`src/rtl/seg_pkg.sv`:
```
// Shared types and helpers for the multiplexed 7-segment scan controller.
package seg_pkg;

  localparam logic [6:0] SEG_OFF = 7'b0000000;
  localparam int MAXD = 32;

  typedef enum logic {IDLE = 1'b0, SCAN = 1'b1} scan_state_t;

  // Callers zero-extend their image to MAXD digits so one helper serves any NDIG.
  function automatic logic [3:0] digit_slice(input logic [4*MAXD-1:0] data, input int i);
    return data[4*i +: 4];
  endfunction

endpackage

```
`src/rtl/bcd7seg.sv`:
```
// BCD/hex to 7-segment decoder, seg = {g,f,e,d,c,b,a}, active-high segments.
module bcd7seg (
  input  logic [3:0] bcd,
  output logic [6:0] seg
);

  always_comb begin
    seg = 7'b0000000;
    unique case (bcd)
      4'h0: seg = 7'h3F;
      4'h1: seg = 7'h06;
      4'h2: seg = 7'h5B;
      4'h3: seg = 7'h4F;
      4'h4: seg = 7'h66;
      4'h5: seg = 7'h6D;
      4'h6: seg = 7'h7D;
      4'h7: seg = 7'h07;
      4'h8: seg = 7'h7F;
      4'h9: seg = 7'h6F;
      4'hA: seg = 7'h77;
      4'hB: seg = 7'h7C;
      4'hC: seg = 7'h39;
      4'hD: seg = 7'h5E;
      4'hE: seg = 7'h79;
      4'hF: seg = 7'h71;
    endcase
  end

endmodule

```
`src/rtl/seg_scan_ctrl.sv`:
```
// Time-multiplexed NDIG-digit 7-segment scanner with a double-buffered display image
// that is swapped only at frame boundaries (or at once while idle).
//
// state | meaning
// IDLE  | en low: counters held at 0, display dark, pending image commits immediately
// SCAN  | en high: dwell DIV cycles per digit, commit pending image at frame end
module seg_scan_ctrl
  import seg_pkg::*;
#(
  parameter int NDIG = 4,
  parameter int DIV  = 1000
) (
  input  logic              clk,
  input  logic              rst_n,
  input  logic              en,
  input  logic              upd_valid,
  output logic              upd_ready,
  input  logic [4*NDIG-1:0] upd_data,
  input  logic [NDIG-1:0]   upd_blank,
  output logic [6:0]        seg,
  output logic [NDIG-1:0]   an,
  output logic [3:0]        cur_bcd,
  output logic              frame_done
);

  localparam int IW = (NDIG > 1) ? $clog2(NDIG) : 1;
  localparam int CW = (DIV > 1) ? $clog2(DIV) : 1;

  scan_state_t       state;
  logic [CW-1:0]     cnt;
  logic [IW-1:0]     idx;
  logic              pending_vld;
  logic [4*NDIG-1:0] pend_data;
  logic [NDIG-1:0]   pend_blank;
  logic [4*NDIG-1:0] active_data;
  logic [NDIG-1:0]   active_blank;

  logic       step, last_cnt, last_idx, boundary, commit, xfer, dark;
  logic [3:0] digit;
  logic [6:0] seg_dec;

  // A SCAN cycle with en already low is treated as the abort cycle, not a step.
  assign step     = (state == SCAN) && en;
  assign last_cnt = (cnt == CW'(DIV - 1));
  assign last_idx = (idx == IW'(NDIG - 1));
  assign boundary = step && last_cnt && last_idx;
  assign commit   = pending_vld && (boundary || (state == IDLE));
  assign xfer     = upd_valid && !pending_vld;
  assign upd_ready = !pending_vld;

  assign digit = digit_slice((4*MAXD)'(active_data), int'(idx));
  assign dark  = !step || active_blank[idx];

  bcd7seg u_dec (
    .bcd (digit),
    .seg (seg_dec)
  );

  always_ff @(posedge clk or negedge rst_n) begin
    if (!rst_n) begin
      state        <= IDLE;
      cnt          <= '0;
      idx          <= '0;
      pending_vld  <= 1'b0;
      pend_data    <= '0;
      pend_blank   <= '0;
      active_data  <= '0;
      active_blank <= '1;
      seg          <= SEG_OFF;
      an           <= '1;
      cur_bcd      <= 4'h0;
      frame_done   <= 1'b0;
    end else begin
      state <= en ? SCAN : IDLE;

      if (step) begin
        if (last_cnt) begin
          cnt <= '0;
          idx <= last_idx ? '0 : idx + IW'(1);
        end else begin
          cnt <= cnt + CW'(1);
        end
      end else begin
        cnt <= '0;
        idx <= '0;
      end

      if (commit) begin
        active_data  <= pend_data;
        active_blank <= pend_blank;
        pending_vld  <= 1'b0;
      end
      if (xfer) begin
        pend_data   <= upd_data;
        pend_blank  <= upd_blank;
        pending_vld <= 1'b1;
      end

      cur_bcd    <= digit;
      an         <= dark ? '1 : ~(NDIG'(1) << idx);
      seg        <= dark ? SEG_OFF : seg_dec;
      frame_done <= boundary;
    end
  end

endmodule

```
`config.mk`:
```
export PLATFORM = sky130hd
export DESIGN_NAME = seg_scan_ctrl
export DESIGN_NICKNAME = d
export VERILOG_FILES = /design/src/rtl/seg_pkg.sv /design/src/rtl/bcd7seg.sv /design/src/rtl/seg_scan_ctrl.sv
export SDC_FILE = /design/constraint.sdc
export NUM_CORES = 1
export LEC_CHECK = 0
export BUFFER_PORTS_ARGS = -buffer_cell sky130_fd_sc_hd__buf_2
export CORE_ASPECT_RATIO = 0.6
export CORE_UTILIZATION = 60
export CTS_CLUSTER_DIAMETER = 100
export CTS_CLUSTER_SIZE = 16
export DETAILED_ROUTE_END_ITERATION = 10
export GPL_TIMING_DRIVEN = 1
export HOLD_SLACK_MARGIN = 0.06
export PLACE_DENSITY_LB_ADDON = 0.25
export SLEW_MARGIN = 5
export SYNTH_ARGS = -nofsm -noshare
export SYNTH_HDL_FRONTEND = slang
export SYNTH_SLANG_ARGS = --single-unit
```
`constraint.sdc`:
```
create_clock -name clk -period 4.5 [get_ports clk]
set_clock_uncertainty 0.2 [all_clocks]
set_input_delay 0.675 -clock clk [delete_from_list [all_inputs] [get_ports clk]]
set_output_delay 0.675 -clock clk [all_outputs]
set_load 0.005 [all_outputs]
```
==> After elaboration in Yosys (flattened, before gate mapping) <==
Memories as Yosys holds them, arrays and structs flattened.
Index checks and enable logic that the tools add are counted.
{ "word_totals": {"mem_count": 1, "elab_cells": 45, "output_inout_bits": 17, "regBits": 70, "rom_bits": 112, "input_bits": 24} }
{ "memory_table": {"columns": ["memory", "words", "word_bits", "rd", "rd_ports_with_merged_regs", "wr", "line", "source"], "rows": [
  ["(name not given)", 16, 7, 1, 0, 0, "bcd7seg.sv:9", "unique case (bcd)"]
]} }
{ "op_classes": {"muxes": 12, "eq_ne": 3, "bitwise_logic": 2, "n_reduce_logical": 10, "shift": 2, "magnitude_cmp": 1, "add_sub_neg": 2} }
{ "ops": {"columns": ["op", "n"], "rows": [
  ["128-bit by 5-bit indexed part select with 4-bit output", 1],
  ["10-bit two-way mux", 2],
  ["10-bit by 1-bit adder with 10-bit output, second input constant", 1],
  ["10-bit == test, second input constant", 1],
  ["7-bit two-way mux", 1],
  ["2-bit two-way mux", 3],
  ["1-bit logical AND", 5],
  ["1-bit two-way mux", 4],
  ["4-bit two-way mux", 1],
  ["4-bit inverter", 1],
  ["1-bit by 2-bit left shift with 4-bit output, first input constant", 1],
  ["2-bit by 3-bit less-than comparator with 1-bit output, second input constant", 1],
  ["2-bit by 1-bit adder with 2-bit output, second input constant", 1],
  ["1-bit binary-select mux with 2-bit select", 1],
  ["2-bit == test, second input constant", 1],
  ["1-bit zero test", 2],
  ["1-bit logical OR", 2],
  ["2-bit by 1-bit != test with 1-bit output, second input constant", 1],
  ["2-bit nonzero test", 1],
  ["1-bit inverter", 1]
]} }

==> Longest topological paths before layout <==
{ "depth": {"ltp_word": 7, "ltp_mapped": 7, "mapped_depth_nobuf": 6} }

==> Hierarchy <==
Synthesis repeated with hierarchy kept, for this count alone.
{ "hier_totals": {"hier_cells": 228, "area_unflattened_um2": 3105.5} }
{ "by_module_without_submodules": {"columns": ["mod", "seq_area_each_um2", "instances", "area_per_inst_um2", "cells_per_inst"], "rows": [
  ["seg_scan_ctrl", 1761.7, 1, 2822.7, 195],
  ["bcd7seg", 0.0, 1, 282.8, 33]
]} }

==> Worst setup path before layout <==
OpenSTA, ideal clock, no wires.
{ "synth_timing": {"path_kind": "reg2reg", "start": "reg idx[0]", "end": "reg seg[0]", "required_time_ns": 4.176, "n_path_buf": 1, "stages_incl_launch_ff": 7, "period_less_slack_ns": 2.010, "arrival_ns": 1.686, "path_slack_ns": 2.490, "setup_ns": 0.124, "cell_sequence": "dfrtp_1 -> buf_6 -> mux4_2 -> inv_1 -> ha_1 -> nor3_1 -> o31a_1"} }
{ "synth_between": {"word_cells_on_any_way": 6, "cone_classes": "1 x shift; 3 x mux; 1 x reduce/logical; 1 x memory"} }
{ "synth_lines": {"columns": ["item", "line", "source"], "rows": [
  ["start: declaration", "seg_scan_ctrl.sv:31", "logic [IW-1:0] idx;"],
  ["start signal: assignment", "seg_scan_ctrl.sv:79", "idx <= last_idx ? '0 : idx + IW'(1);"],
  ["128-bit by 5-bit indexed part select with 4-bit output", "seg_pkg.sv:11", "return data[4*i +: 4];"],
  ["net digit[1]", "seg_scan_ctrl.sv:39", "logic [3:0] digit;"],
  ["memory read 16 x 7 bit", null, null],
  ["7-bit two-way mux", "seg_scan_ctrl.sv:101", "seg <= dark ? SEG_OFF : seg_dec;"],
  ["end signal: assignment", "seg_scan_ctrl.sv:101", null],
  ["end: declaration", "seg_scan_ctrl.sv:20", "output logic [6:0] seg,"]
]} }
The timed path passes the listed nets, and every way through them passes these cells. The select of a mux whose other input is x is not followed.
A chain may end at the register's enable or synchronous reset.

==> Worst setup path in the final report <==
{ "layout_timing": {"start": "reg idx[0]", "end": "reg active_data[9]"} }
{ "layout_between": {"elab_chain_cells": 4} }
{ "layout_rtl": {"columns": ["item", "line", "source"], "rows": [
  ["2-bit == test", "seg_scan_ctrl.sv:45", "assign last_idx = (idx == IW'(NDIG - 1));"],
  ["1-bit logical AND", "seg_scan_ctrl.sv:46", "assign boundary = step && last_cnt && last_idx;"],
  ["1-bit logical OR", "seg_scan_ctrl.sv:47", "assign commit = pending_vld && (boundary || (state == IDLE));"],
  ["1-bit logical AND", "seg_scan_ctrl.sv:47", null],
  ["end signal: assignment", "seg_scan_ctrl.sv:89", "active_data <= pend_data;"],
  ["end: declaration", "seg_scan_ctrl.sv:35", "logic [4*NDIG-1:0] active_data;"]
]} }
Every way passes these cells.

==> results by group <==
Pwr
  – Pwr/cell area: 497 mW/mm^2
  – Leakage: 1.52 nW
  – Peak VDD IR: 254 uV

Final layout
  – Layout cells sized above 1: 42.6%
  – Area Overhead vs Synth: 13.6%
  – Most common cell after layout, fill and taps aside: dfrtp_1
  – Antenna cell count: 0
  – FF/Latch Area: 0.00176 mm^2
  – Area of the multi-input gates: 0.00116 mm^2
  – Final nets: 295
  – Fin cells: 328
  – Most frequent cells in the layout: dfrtp_1, mux2_2, buf_2
  – Fillers: 336

Routing
  – M1 wire length: 2460 um
  – Via count: 1,802
  – Metal2 WL: 2230 um
  – Detailed Route WL: 4970 um
  – Pre-antenna DRT Iters: 6
  – Routed Antenna Nets: 0
  – Highest Signal Layer: met4
  – Via/cell ratio: 5.49
  – Per-cell routed wire length: 15.2 um
  – Initial DRC Count: 114
  – Met3 WL post-DR: 225 um
  – Post-route DRC: 0

Timing
  – Worst-Margin Slew: 1.03 ns
  – Final Slew Violations: 0
  – Final min period: 2.62 ns
  – Tcrit/Tclk final: 58.3%
  – Final setup fails: 0
  – Unrepaired setup endpoints after global routing: no
  – Setup TNS: 0 ns
  – Rel. slew slack: 30.8%
  – Final hold violation count: 0
  – Max Freq: 0.381 GHz

GRT
  – Vias in the first global route: 1,770
  – Total GRT Usage: 22.0%
  – First-pass GRT wire length: 8490 um
  – Largest net degree at the start of global routing: 43
  – GRT overflow: 0
  – Initial antenna violation count: 0

Floorplan
  – Core Footprint: 0.00468 mm^2
  – Die Y-Extent: 56.8 um
  – Site row count: 19
  – IO Pins: 41
  – Die ar.: 0.00530 mm^2
  – Initial core utilization: 64.1%
  – Chip width: 93.3 um

Worst setup path
  – Crit-path cells: ha_1 > nand2_1 > o41ai_2 > nand2_1 > mux2_2
  – CP most frequent cell: nand2_1
  – WP data required: 4.51 ns
  – Crit Path Max Fanout: 20
  – Crit. Startpoint: idx[0]$_DFFE_PN0P_
  – Crit-path slowest cell: dfrtp_1
  – Worst reg2reg startpoint: idx[0]$_DFFE_PN0P_
  – R2R setup slack: 1.88 ns
  – Setup Crit Path Kind: reg2reg
  – Critical Path AT: 2.64 ns
  – Crit path buf inv count: 0
  – Worst Reg2Reg Path Length in Cells: 5
  – Family with the most delay on the worst path: simple AND/OR/NAND/NOR gates
  – Critical path's largest stage delay: 0.63 ns
  – Worst Setup End Kind: register
  – Startpoint types: register
  – Worst r2r dst: active_data[9]$_DFFE_PN0P_

Logic synthesis
  – Main area contributors after synthesis: dfrtp_1, mux2_2, dfstp_2
  – Ys async rst share: 100%
  – Top_reg_cell synth: dfrtp_1
  – Mapped Avg Cell Area: 13.8 um^2
  – Cell variety after synth: 36
  – Synth Register Bits: 70
  – Area leader, netlist: dfrtp_1
  – Synth top area share: 51.7%
  – Synth warnings: 0
  – Synth Instances: 217
  – Synth Net Count: 252
  – Sequential share of the synthesized area: 58.7%
  – EDFF count, synth: 0
  – Mapped cell area: 0.00300 mm^2

Clock tree
  – Hold buffer count at cts: 0
  – Root buf cell: clkbuf_8
  – Clk_lat worst skew: 0.34 ns
  – Buffer count from post-CTS setup fixing: 0
  – Clock Path Buffers: 2
  – Cts repair resizes: 0
  – CTS tree: done
  – CTS H-tree depth: 3
  – Inserted Clock Buffers: 9
  – Clk pin slew, worst setup/hold paths: 0.07 ns
  – # clock sinks: 70

Placement
  – Dpl cells: 312
  – HPWL after DPL: 3540 um
  – Port buffer count: 40
  – GP Congestion: 0.818

Run
  – Max-cap violations: 0

Hold path
  – Hold Crit Class: in2async

Outcome
  – Status: finished, final reports clean
[routing by layer]
metal	global-route usage (%)	vias to the layer above
li1	-	843
met1	30.8	913
met2	31.7	39
met3	8.40	7
met4	7.47	0
met5	0	-
[kinds of logic (layout without fill, tap and decap cells)]
group / count (synthesis) / after routing / synth area share (%)
multiplexers: 48 / 48 / 19.8
AO/OA/AOI/OAI: 12 / 12 / 3.54
buffers and inverters: 18 / 66 / 2.88
AND/OR/NAND/NOR: 50 / 50 / 8.17
XOR/XNOR: 8 / 8 / 2.33
adder cells (fa/ha/maj): 11 / 11 / 4.59
flip-flops: 70 / 70 / 58.7
[where the power goes]
group | internal [mW] | switching [mW]
Combinational | 0.206 | 0.189
Sequential | 0.789 | 0.0698
Clock | 0.229 | 0.210
[per-stage QoR]
| step | setup WS (ns) | cell area, um^2 | hold WS (ns) | total power, mW | utilization [%] |
|---|---|---|---|---|---|
| after floorplan | 2.49 | 3000 | 0.179 | 1.14 | - |
| after global placement | 2.00 | 3240 | 0.277 | 1.24 | 69.1 |
| after detailed placement | 1.90 | 3240 | 0.289 | 1.27 | 69.1 |
| after CTS | 1.86 | 3410 | 0.270 | 1.71 | 72.8 |
| after global routing | 1.71 | 3410 | 0.277 | 1.79 | 72.8 |
| final | 1.88 | 3410 | 0.261 | 1.69 | 72.8 |
[how the worst max path moves through the flow]
stage	to	slack, ns	depth (start not counted)
floorplan	seg[0]$_DFF_PN0_	2.49	6
global placement	active_data[7]$_DFFE_PN0P_	2.00	5
detailed placement	active_data[9]$_DFFE_PN0P_	1.90	5
CTS	active_data[9]$_DFFE_PN0P_	1.86	5
global route	active_data[12]$_DFFE_PN0P_	1.71	5
finish	active_data[9]$_DFFE_PN0P_	1.88	5
[Yosys cell counts (2+ instances only)]
| cell | n |
|---|---|
| nor2_1 | 17 |
| nand4_1 | 2 |
| clkbuf_1 | 3 |
| nor3_1 | 5 |
| dfstp_2 | 8 |
| mux2_2 | 41 |
| nand3_1 | 4 |
| buf_2 | 3 |
| mux2i_1 | 2 |
| a221oi_1 | 4 |
| ha_1 | 11 |
| inv_1 | 9 |
| mux4_2 | 5 |
| xnor2_1 | 6 |
| dfrtp_1 | 62 |
| buf_6 | 2 |
| nand2_1 | 9 |
| nor2b_1 | 5 |
| xor2_1 | 2 |
[state kept, by name, summed over array words and instances, names as in the netlist]
register,count
active_data,16
pend_data,16
cnt,10
seg,7
active_blank,4
an,4
cur_bcd,4
pend_blank,4
idx,2
frame_done,1
pending_vld,1
state,1
[worst reg2reg max path: stages, from the launching register on]
cell and delay, ns:
dfrtp_1 0.63, ha_1 0.31, nand2_1 0.09, o41ai_2 0.24, nand2_1 0.55, mux2_2 0.49
[final cells by class]
class                   instances  area share (%)
clock buffers                  14            4.77
clock inverters                 2           0.293
inverters                       9           0.990
multi-input cells             129            33.9
flip-flops and latches         70            51.7
well taps                      63            2.31
repair buffers                 41            6.09
No activity file was read; power rests on OpenSTA's default activity.
